File: src/rtl/alu_mult_sequencer_if.sv
// Handshake and ALU-sharing bus between the multiply sequencer and its environment.
// The slave modport is the sequencer; the master modport is the requester/ALU/arbiter side.
interface alu_mult_sequencer_if;
  logic        start;
  logic [31:0] multiplicand;
  logic [31:0] multiplier;
  logic        busy;
  logic        done;
  logic [63:0] product;
  logic        alu_req;
  logic        alu_gnt;
  logic [31:0] alu_a;
  logic [31:0] alu_b;
  logic [2:0]  alu_command;
  logic [31:0] alu_result;
  logic        alu_carryout;

  modport slave (
    input  start, multiplicand, multiplier, alu_gnt, alu_result, alu_carryout,
    output busy, done, product, alu_req, alu_a, alu_b, alu_command
  );
  modport master (
    output start, multiplicand, multiplier, alu_gnt, alu_result, alu_carryout,
    input  busy, done, product, alu_req, alu_a, alu_b, alu_command
  );
endinterface

File: src/rtl/alu_mult_sequencer.sv
// 32x32->64 unsigned shift-add multiplier that borrows the shared ALU as its adder.
// One granted ALU cycle per multiplier bit; the grant may stall any iteration.
module alu_mult_sequencer (
  input  logic                  clk,
  input  logic                  reset_n,
  alu_mult_sequencer_if.slave   bus
);
  typedef enum logic [1:0] {IDLE, ITER, DONE} state_t;

  state_t      state_q, state_d;
  logic [31:0] hi_q, hi_d, lo_q, lo_d, mcand_q, mcand_d;
  logic [5:0]  count_q, count_d;
  logic [63:0] product_q, product_d;
  logic        busy_q, busy_d, done_q, done_d, req_q, req_d;

  always_comb begin
    state_d   = state_q;
    hi_d      = hi_q;
    lo_d      = lo_q;
    mcand_d   = mcand_q;
    count_d   = count_q;
    product_d = product_q;
    busy_d    = busy_q;
    done_d    = 1'b0;
    req_d     = req_q;
    case (state_q)
      IDLE: begin
        busy_d = 1'b0;
        req_d  = 1'b0;
        if (bus.start) begin
          mcand_d = bus.multiplicand;
          lo_d    = bus.multiplier;
          hi_d    = '0;
          count_d = '0;
          state_d = ITER;
          busy_d  = 1'b1;
          req_d   = 1'b1;
        end
      end
      ITER: begin
        if (bus.alu_gnt) begin
          // ALU sum is 33 bits wide with carry; shifting right by one drops it into hi[31]
          if (lo_q[0]) {hi_d, lo_d} = {bus.alu_carryout, bus.alu_result, lo_q[31:1]};
          else         {hi_d, lo_d} = {1'b0, hi_q, lo_q[31:1]};
          count_d = count_q + 6'd1;
          if (count_q == 6'd31) begin
            product_d = {hi_d, lo_d};
            state_d   = DONE;
            done_d    = 1'b1;
            req_d     = 1'b0;
          end
        end
      end
      DONE: begin
        state_d = IDLE;
        busy_d  = 1'b0;
        req_d   = 1'b0;
      end
      default: state_d = IDLE;
    endcase
  end

  always_ff @(posedge clk) begin
    if (!reset_n) begin
      state_q   <= IDLE;
      hi_q      <= '0;
      lo_q      <= '0;
      mcand_q   <= '0;
      count_q   <= '0;
      product_q <= '0;
      busy_q    <= 1'b0;
      done_q    <= 1'b0;
      req_q     <= 1'b0;
    end else begin
      state_q   <= state_d;
      hi_q      <= hi_d;
      lo_q      <= lo_d;
      mcand_q   <= mcand_d;
      count_q   <= count_d;
      product_q <= product_d;
      busy_q    <= busy_d;
      done_q    <= done_d;
      req_q     <= req_d;
    end
  end

  assign bus.busy        = busy_q;
  assign bus.done        = done_q;
  assign bus.product     = product_q;
  assign bus.alu_req     = req_q;
  assign bus.alu_a       = (state_q == ITER) ? hi_q    : '0;
  assign bus.alu_b       = (state_q == ITER) ? mcand_q : '0;
  assign bus.alu_command = 3'd0;
endmodule

File: src/flat_wrapper.sv
// flat-port wrapper written by rule: the top's interface ports become plain ports
module alu_mult_sequencer_flat 
  (clk, reset_n, bus_start, bus_multiplicand, bus_multiplier, bus_alu_gnt, bus_alu_result, bus_alu_carryout, bus_busy, bus_done, bus_product, bus_alu_req, bus_alu_a, bus_alu_b, bus_alu_command);
  alu_mult_sequencer_if bus_i ();
  input  logic clk;
  input  logic reset_n;
  input wire logic [$bits(bus_i.start)-1:0] bus_start;
  input wire logic [$bits(bus_i.multiplicand)-1:0] bus_multiplicand;
  input wire logic [$bits(bus_i.multiplier)-1:0] bus_multiplier;
  input wire logic [$bits(bus_i.alu_gnt)-1:0] bus_alu_gnt;
  input wire logic [$bits(bus_i.alu_result)-1:0] bus_alu_result;
  input wire logic [$bits(bus_i.alu_carryout)-1:0] bus_alu_carryout;
  output wire logic [$bits(bus_i.busy)-1:0] bus_busy;
  output wire logic [$bits(bus_i.done)-1:0] bus_done;
  output wire logic [$bits(bus_i.product)-1:0] bus_product;
  output wire logic [$bits(bus_i.alu_req)-1:0] bus_alu_req;
  output wire logic [$bits(bus_i.alu_a)-1:0] bus_alu_a;
  output wire logic [$bits(bus_i.alu_b)-1:0] bus_alu_b;
  output wire logic [$bits(bus_i.alu_command)-1:0] bus_alu_command;
  assign bus_i.start = bus_start;
  assign bus_i.multiplicand = bus_multiplicand;
  assign bus_i.multiplier = bus_multiplier;
  assign bus_i.alu_gnt = bus_alu_gnt;
  assign bus_i.alu_result = bus_alu_result;
  assign bus_i.alu_carryout = bus_alu_carryout;
  assign bus_busy = bus_i.busy;
  assign bus_done = bus_i.done;
  assign bus_product = bus_i.product;
  assign bus_alu_req = bus_i.alu_req;
  assign bus_alu_a = bus_i.alu_a;
  assign bus_alu_b = bus_i.alu_b;
  assign bus_alu_command = bus_i.alu_command;
  alu_mult_sequencer u_core (.clk(clk), .reset_n(reset_n), .bus(bus_i));
endmodule
File: config.mk
export PLATFORM = sky130hd
export DESIGN_NAME = alu_mult_sequencer_flat
export DESIGN_NICKNAME = d
export VERILOG_FILES = /design/src/rtl/alu_mult_sequencer_if.sv /design/src/rtl/alu_mult_sequencer.sv /design/src/flat_wrapper.sv
export SDC_FILE = /design/constraint.sdc
export NUM_CORES = 1
export LEC_CHECK = 0
export BUFFER_PORTS_ARGS = -buffer_cell sky130_fd_sc_hd__buf_2
export CAP_MARGIN = 10
export CORE_MARGIN = 2
export CORE_UTILIZATION = 35
export DETAILED_ROUTE_END_ITERATION = 8
export PLACE_DENSITY = 0.65
export SLEW_MARGIN = 30
export SYNTH_ARGS = -nofsm -noshare
export SYNTH_HDL_FRONTEND = slang
export SYNTH_SLANG_ARGS = --single-unit
File: constraint.sdc
create_clock -name clk -period 4.75 [get_ports clk]
set_input_delay 1.1875 -clock clk [delete_from_list [all_inputs] [get_ports clk]]
set_output_delay 1.1875 -clock clk [all_outputs]
set_load 0.1 [all_outputs]
==> results of run 1 <==
## logic make-up (layout without fill, tap and decap cells)
family	Yosys count	in the layout	synth area share, %
other cells	1	4	0.0522
xor+xnor	4	4	0.487
mux	65	65	9.31
fa+ha+maj	5	5	0.870
simple gates	351	351	21.7
compound gates	170	170	14.4
buf+inv	78	276	5.55
flops	171	171	47.6
## power groups by stage
| stage | sequential (mW) | clock (mW) | combinational (mW) |
|---|---|---|---|
| finish | 1.56 | 1.41 | 0.447 |
| global route | 1.56 | 1.51 | 0.492 |
| CTS | 1.56 | 1.46 | 0.451 |
| detailed placement | 1.59 | 0 | 0.450 |
| global placement | 1.59 | 0 | 0.447 |
| floorplan | 1.57 | 0 | 0.359 |
## layout make-up
cell class / instances / area (um2)
Fill cell: 2063 / 11100
Sequential cell: 171 / 3430
Timing Repair Buffer: 241 / 1260
Clock buffer: 18 / 429
Inverter: 4 / 17.5
Multi-Input combinational cell: 598 / 3400
Clock inverter: 13 / 160
Tap cell: 270 / 338
Antenna cell: 1 / 2.50
## flip-flops by register name, summed over array words and instances, names as in the netlist
name,flops
u_core.bus.busy,1
u_core.state_q,2
u_core.bus.alu_req,1
u_core.lo_q,32
u_core.mcand_q,32
u_core.count_q,6
u_core.bus.product,64
u_core.hi_q,32
u_core.bus.done,1
## through the flow
| stage | hold slack [ps] | instance area [um2] | instances |
|---|---|---|---|
| 2_1_floorplan | 432 | 7200 | 847 |
| 3_3_place_gp | 437 | 8410 | 1283 |
| 3_5_place_dp | 443 | 8420 | 1283 |
| 4_1_cts | 453 | 9010 | 1314 |
| 5_1_grt | 466 | 9030 | 1316 |
| 6_report | 451 | 9030 | 1316 |
## Yosys cell counts (2+ instances only)
library cell,count,area [um2]
a22oi_1,5,37.5
nand3_1,4,20.0
and2_1,65,407
dfxtp_1,171,3420
inv_1,4,15.0
buf_2,22,110
nor3_1,29,145
mux2_2,5,56.3
and3_1,2,12.5
nand2_1,144,541
buf_1,3,11.3
a21oi_1,100,500
buf_4,5,37.5
clkbuf_1,36,135
ha_1,5,62.6
xnor2_1,4,35.0
buf_6,8,90.1
mux2i_1,59,591
nor2_1,99,372
a211oi_1,59,443
## metal layers
layer	GRT usage [%]	vias to the layer above	part of all wire (%)
met3	3.60	23	5.5
met5	0	-	0
met2	27.5	176	46
li1	-	3237	-
met4	6.30	0	1.5
met1	23.1	2874	47
## path summary, 6_finish.rpt
path                                    from                             endpoint  slack (ps)  depth (start not counted)
max           u_core.state_q[0]$_SDFFE_PN0P_                        bus_alu_a[20]        1330                          3
min          u_core.mcand_q[24]$_SDFFE_PN0P_      u_core.mcand_q[24]$_SDFFE_PN0P_         450                          2
max reg2reg   u_core.state_q[0]$_SDFFE_PN0P_  u_core.bus.product[13]$_SDFFE_PN0P_        2220                          5
min reg2reg  u_core.mcand_q[24]$_SDFFE_PN0P_      u_core.mcand_q[24]$_SDFFE_PN0P_         450                          2
## worst register-to-register path: cells and delay by family, from the launching register on
family / cells / cell delay, ps
AO/OA/AOI/OAI: 1 / 60
adder cells (fa/ha/maj): 1 / 690
buffers and inverters: 1 / 450
flip-flops: 1 / 430
AND/OR/NAND/NOR: 2 / 770
==> out/qor.yml, run 1 <==
arrival_ps: 2230
drive_above_1_share_pct: 27.4
hold_viol_final: 0
cts_sinks: 171
pre_cts_ws_ps: 1760
nets: 1139
skew_ps: 7.88
slew_viol_final: 0
cts_buffers: 17
final_common_cell: "buf_2"
max_freq_ghz: 0.292
yosysWarnings: 0
slowest_delay_ps: 690
crit_fanout: 78
required_ps: 3560
final_cell_mix: "buf_2, dfxtp_1, nand2_1"
ctsHoldBuffers: 0
finalWirelength_um: 18700
p_total_mw: 3.41
p_int_mw: 2.44
postCtsResizedCells: 0
cts_buffer_depth: 2
gp_congestion: 0.770
crit_slowest_cell: "ha_4"
endpoint_kind: "primary output"
cts_tree: "yes"
insertion_delay_ps: 420
maxCapViolCount: 0
syn-cell-area_um2: 7190
synth_edf_count: 0
syn_inst: 845
pwr-share-seq_pct: 45.6
critPathBufInv: 1
grt_max_degree: 93
route.detailed.drc: 0
htreeDepth: 4
vias_per_cell: 4.79
die_area_um2: 21700
grt_first_pass_wirelength_um: 30400
crit_family: "adder cells"
setup_tns_ps: 0
min_path_type: "flop to flop"
ys_seq_area_share_pct: 47.6
setup_slack_ps: 1330
peakVddDrop_uv: 232
switching_power_mw: 0.972
grt_use_total_pct: 17.2
numPortBuffers: 231
postCtsSetupBuffers: 0
root_buffer: "clkbuf_16"
power_leakage_nw: 3.84
p_per_area_nw_per_um2: 378
die_y_um: 147
gr-total-overflow: 0
tightest_slew_ps: 825
switching_share_pct: 28.5
crit_type: "flop to primary output"
crit_chain: "ha_4 -> and2_1 -> buf_2"
die_w_um: 147
ys_types: 36
ant_nets: 0
period_minus_slack_ps: 3420
cts.clk_slew.worst_paths_ps: 70
synthFlopType: "dfxtp_1"
dp_hpwl_um: 12300
status: "completed"
ioPinCount: 235
grt_pass1_vias: 5800
power_frac_comb_pct: 13.1
vias: 6310
avgSynthCellArea_um2: 8.51
timing.slew.headroom_pct: 45.0
core-area_um2: 20200
fin_util_pct: 44.8
pwr-share-clk_pct: 41.3
areaGrowthSynthToFinish_pct: 25.6
rows: 52
antenna_found_initial: 1
worst_setup_path_start_kind: "flop"
finalSetupViolCount: 0
async_reset_ff_share_pct: 0
fin_crit_sh_pct: 72.0
wl_per_cell_um: 14.2
drtPass1Iterations: 4
dr.first_iter.drc_count: 282
start_util_pct: 35.6
rsz0062_at_grt: "false"
synth-seq-cells: 171
Power figures use the tool's default switching activity.
==> inputs of run 2 (changes only) <==
ABC_AREA = 1   (was unset)
PLACE_DENSITY = 0.64   (was 0.65)
clock period = 3.2 ns   (was 4.75 ns; I/O delays follow)
==> out/qor.yml, run 2 <==
htreeDepth: 4  # unchanged
cts_tree: "yes"  # unchanged
numPortBuffers: 231  # unchanged
rows: 54  # was 52
dr.first_iter.drc_count: 478  # was 282
critical_path_cell_count: 5  # was 3
rsz0062_at_grt: "false"  # unchanged
cts_buffers: 17  # unchanged
drive_above_1_share_pct: 22.1  # was 27.4%
p_per_area_nw_per_um2: 607  # was 378 nW/um2
avgSynthCellArea_um2: 6.74  # was 8.51 um2
crit_slowest_cell: "ha_4"  # unchanged
vias: 7696  # was 6310
yosysTopAreaCell: "dfxtp_1"  # unchanged
synth-simple-area-share_pct: 29.6  # was 21.7%
ctsHoldBuffers: 0  # unchanged
cts_buffer_depth: 2  # unchanged
synth.area.top_cells: "dfxtp_1, nand2_1, a21oi_1"  # was dfxtp_1, mux2i_1, nand2_1
ioPinCount: 235  # unchanged
power_leakage_nw: 4.66  # was 3.84 nW
synth_top_family_by_area: "simple AND/OR/NAND/NOR gates"  # unchanged
slew_viol_final: 0  # unchanged
gr-total-overflow: 0  # unchanged
antenna_cells: 0  # was 1
grt_first_pass_wirelength_um: 36800  # was 30400 um
ff2ff_setup_slack_ps: 600  # was 2220 ps
wl_per_cell_um: 13.9  # was 14.2 um
synth_edf_count: 0  # unchanged
syn_inst: 1139  # was 845
ant_nets: 0  # unchanged
crit_family: "buffers and inverters"  # was adder cells
timing.slew.headroom_pct: 49.1  # was 45.0%
crit_fanout: 39  # was 78
yosysMostFrequentCell: "nand2_1"  # was dfxtp_1
start_util_pct: 35.4  # was 35.6%
skew_ps: 9.06  # was 7.88 ps
vias_per_cell: 4.77  # was 4.79
die_y_um: 152  # was 147 um
yosys.area_share.adder_pct: 0.815  # was 0.870%
critPathBufInv: 3  # was 1
synthXorXnorAreaFrac_pct: 0  # was 0.487%
areaGrowthSynthToFinish_pct: 23.9  # was 25.6%
synth_top_area_share_pct: 44.6  # was 47.6%
slowest_delay_ps: 490  # was 690 ps
timing.rr.start: "u_core.state_q[1]$_SDFFE_PN0P_"  # was u_core.state_q[0]$_SDFFE_PN0P_
tightest_slew_ps: 764  # was 825 ps
gp_congestion: 0.835  # was 0.770
min_path_type: "flop to flop"  # unchanged
drtPass1Iterations: 4  # unchanged
dp_cells: 1581  # was 1283
layout.cells.non_filler: 1612  # was 1316
setup_tns_ps: 0  # unchanged
peakVddDrop_uv: 357  # was 232 uV
syn-cell-area_um2: 7670  # was 7190 um2
place_area_um2: 8920  # was 8420 um2
pre_cts_ws_ps: 425  # was 1760 ps
required_ps: 2400  # was 3560 ps
postCtsSetupBuffers: 0  # unchanged
die_area_um2: 23100  # was 21700 um2
fin_crit_sh_pct: 94.8
synth_compound_area_share_pct: 13.7  # was 14.4%
max_freq_ghz: 0.330
setup_slack_ps: 166  # was 1330 ps
insertion_delay_ps: 420  # about the same
grt_pass1_vias: 7363  # was 5800
grt_max_degree: 77  # was 93
route.detailed.drc: 0  # unchanged
yosysWarnings: 0  # unchanged
finalSetupViolCount: 0  # unchanged
grt_use_total_pct: 19.0  # was 17.2%
worst_setup_path_start_kind: "flop"  # unchanged
hold_viol_final: 0  # unchanged
hold_ws_ps: 460  # was 451 ps
fin_util_pct: 43.8  # was 44.8%
antenna_found_initial: 1  # unchanged
synth-seq-cells: 171  # unchanged
cts_sinks: 171  # unchanged
largest_reg_flops: 64  # unchanged
die_w_um: 152  # was 147 um
root_buffer: "clkbuf_16"  # unchanged
rr_worst_depth: 9  # was 5
arrival_ps: 2230  # about the same
n_fill_cell: 2349  # was 2063
ys_types: 26  # was 36
crit_chain: "ha_4 -> buf_12 -> nand2_1 -> inv_1 -> buf_2"  # was ha_4 -> and2_1 -> buf_2
final_common_cell: "nand2_1"  # was buf_2
p_total_mw: 5.77  # was 3.41 mW
maxCapViolCount: 0  # unchanged
nets: 1427  # was 1139
status: "completed"  # unchanged
final_cell_mix: "nand2_1, buf_2, dfxtp_1"  # was buf_2, dfxtp_1, nand2_1
synthMuxAreaShare_pct: 0  # was 9.31%
postCtsResizedCells: 0  # unchanged
period_minus_slack_ps: 3030
finalWirelength_um: 22400  # was 18700 um
async_reset_ff_share_pct: 0  # unchanged
synthFlopType: "dfxtp_1"  # unchanged
synth_commonest_cells: "nand2_1, dfxtp_1, nor2_1"  # was dfxtp_1, nand2_1, a21oi_1
reg2reg_to: "u_core.hi_q[27]$_SDFFE_PN0P_"  # was u_core.bus.product[13]$_SDFFE_PN0P_
endpoint_kind: "primary output"  # unchanged
dp_hpwl_um: 14200  # was 12300 um
core-area_um2: 21700  # was 20200 um2
ys_seq_area_share_pct: 44.6  # was 47.6%
cp-startpoint: "u_core.state_q[0]$_SDFFE_PN0P_"  # unchanged
postLayoutCellArea_um2: 9510  # was 9030 um2
crit_type: "flop to primary output"  # unchanged
cts.clk_slew.worst_paths_ps: 60  # was 70 ps
endpoint: "bus_alu_a[25]"  # was bus_alu_a[20]
run 2: power by group:
part	internal, mW	switching, mW	leakage, nW	total (mW)
sequential	2.29	0.140	1.39	2.43
combinational	0.316	0.982	3.00	1.30
clock	1.17	0.871	0.272	2.04
total	3.78	1.99	4.66	5.77
run 2: worst min-delay path by stage:
stage	end	cells after the start	from	slack, ps
after floorplan	u_core.hi_q[0]$_SDFFE_PN0P_	2	u_core.hi_q[0]$_SDFFE_PN0P_	450
after global placement	u_core.bus.product[28]$_SDFFE_PN0P_	2	u_core.bus.product[28]$_SDFFE_PN0P_	450
after detailed placement	u_core.bus.product[22]$_SDFFE_PN0P_	2	u_core.bus.product[22]$_SDFFE_PN0P_	450
after CTS	u_core.bus.product[14]$_SDFFE_PN0P_	2	u_core.bus.product[14]$_SDFFE_PN0P_	460
after global routing	u_core.bus.product[28]$_SDFFE_PN0P_	2	u_core.bus.product[28]$_SDFFE_PN0P_	480
final	u_core.bus.product[8]$_SDFFE_PN0P_	2	u_core.bus.product[8]$_SDFFE_PN0P_	460
run 2: cells by family (layout without fill, tap and decap cells):
group,after synthesis,in the layout
compound gates,208,208
fa+ha+maj,5,5
buf+inv,202,393
flops,171,171
other cells,1,3
simple gates,552,552
run 2: layout make-up:
class | instances | area (um2) | area share [%]
inverter | 113 | 425 | 4.47
clock inverter | 10 | 120 | 1.26
clock buffer | 20 | 447 | 4.70
sequential | 171 | 3420 | 36.0
multi-input combinational | 768 | 3420 | 35.9
timing repair buffer | 250 | 1320 | 13.9
tap | 280 | 350 | 3.68
run 2: layer usage:
metal	vias to the layer above	wire [um]	GRT usage, %
li1	3959	-	-
met1	3537	10600	25.1
met2	185	10600	31.7
met3	13	1040	3.88
met4	2	185	5.47
met5	-	11	0
run 2: tightest hold or removal path, stage by stage, from the launching register on:
cell     delay (ps)
dfxtp_1         310
nand2_1          60
a21oi_1          50
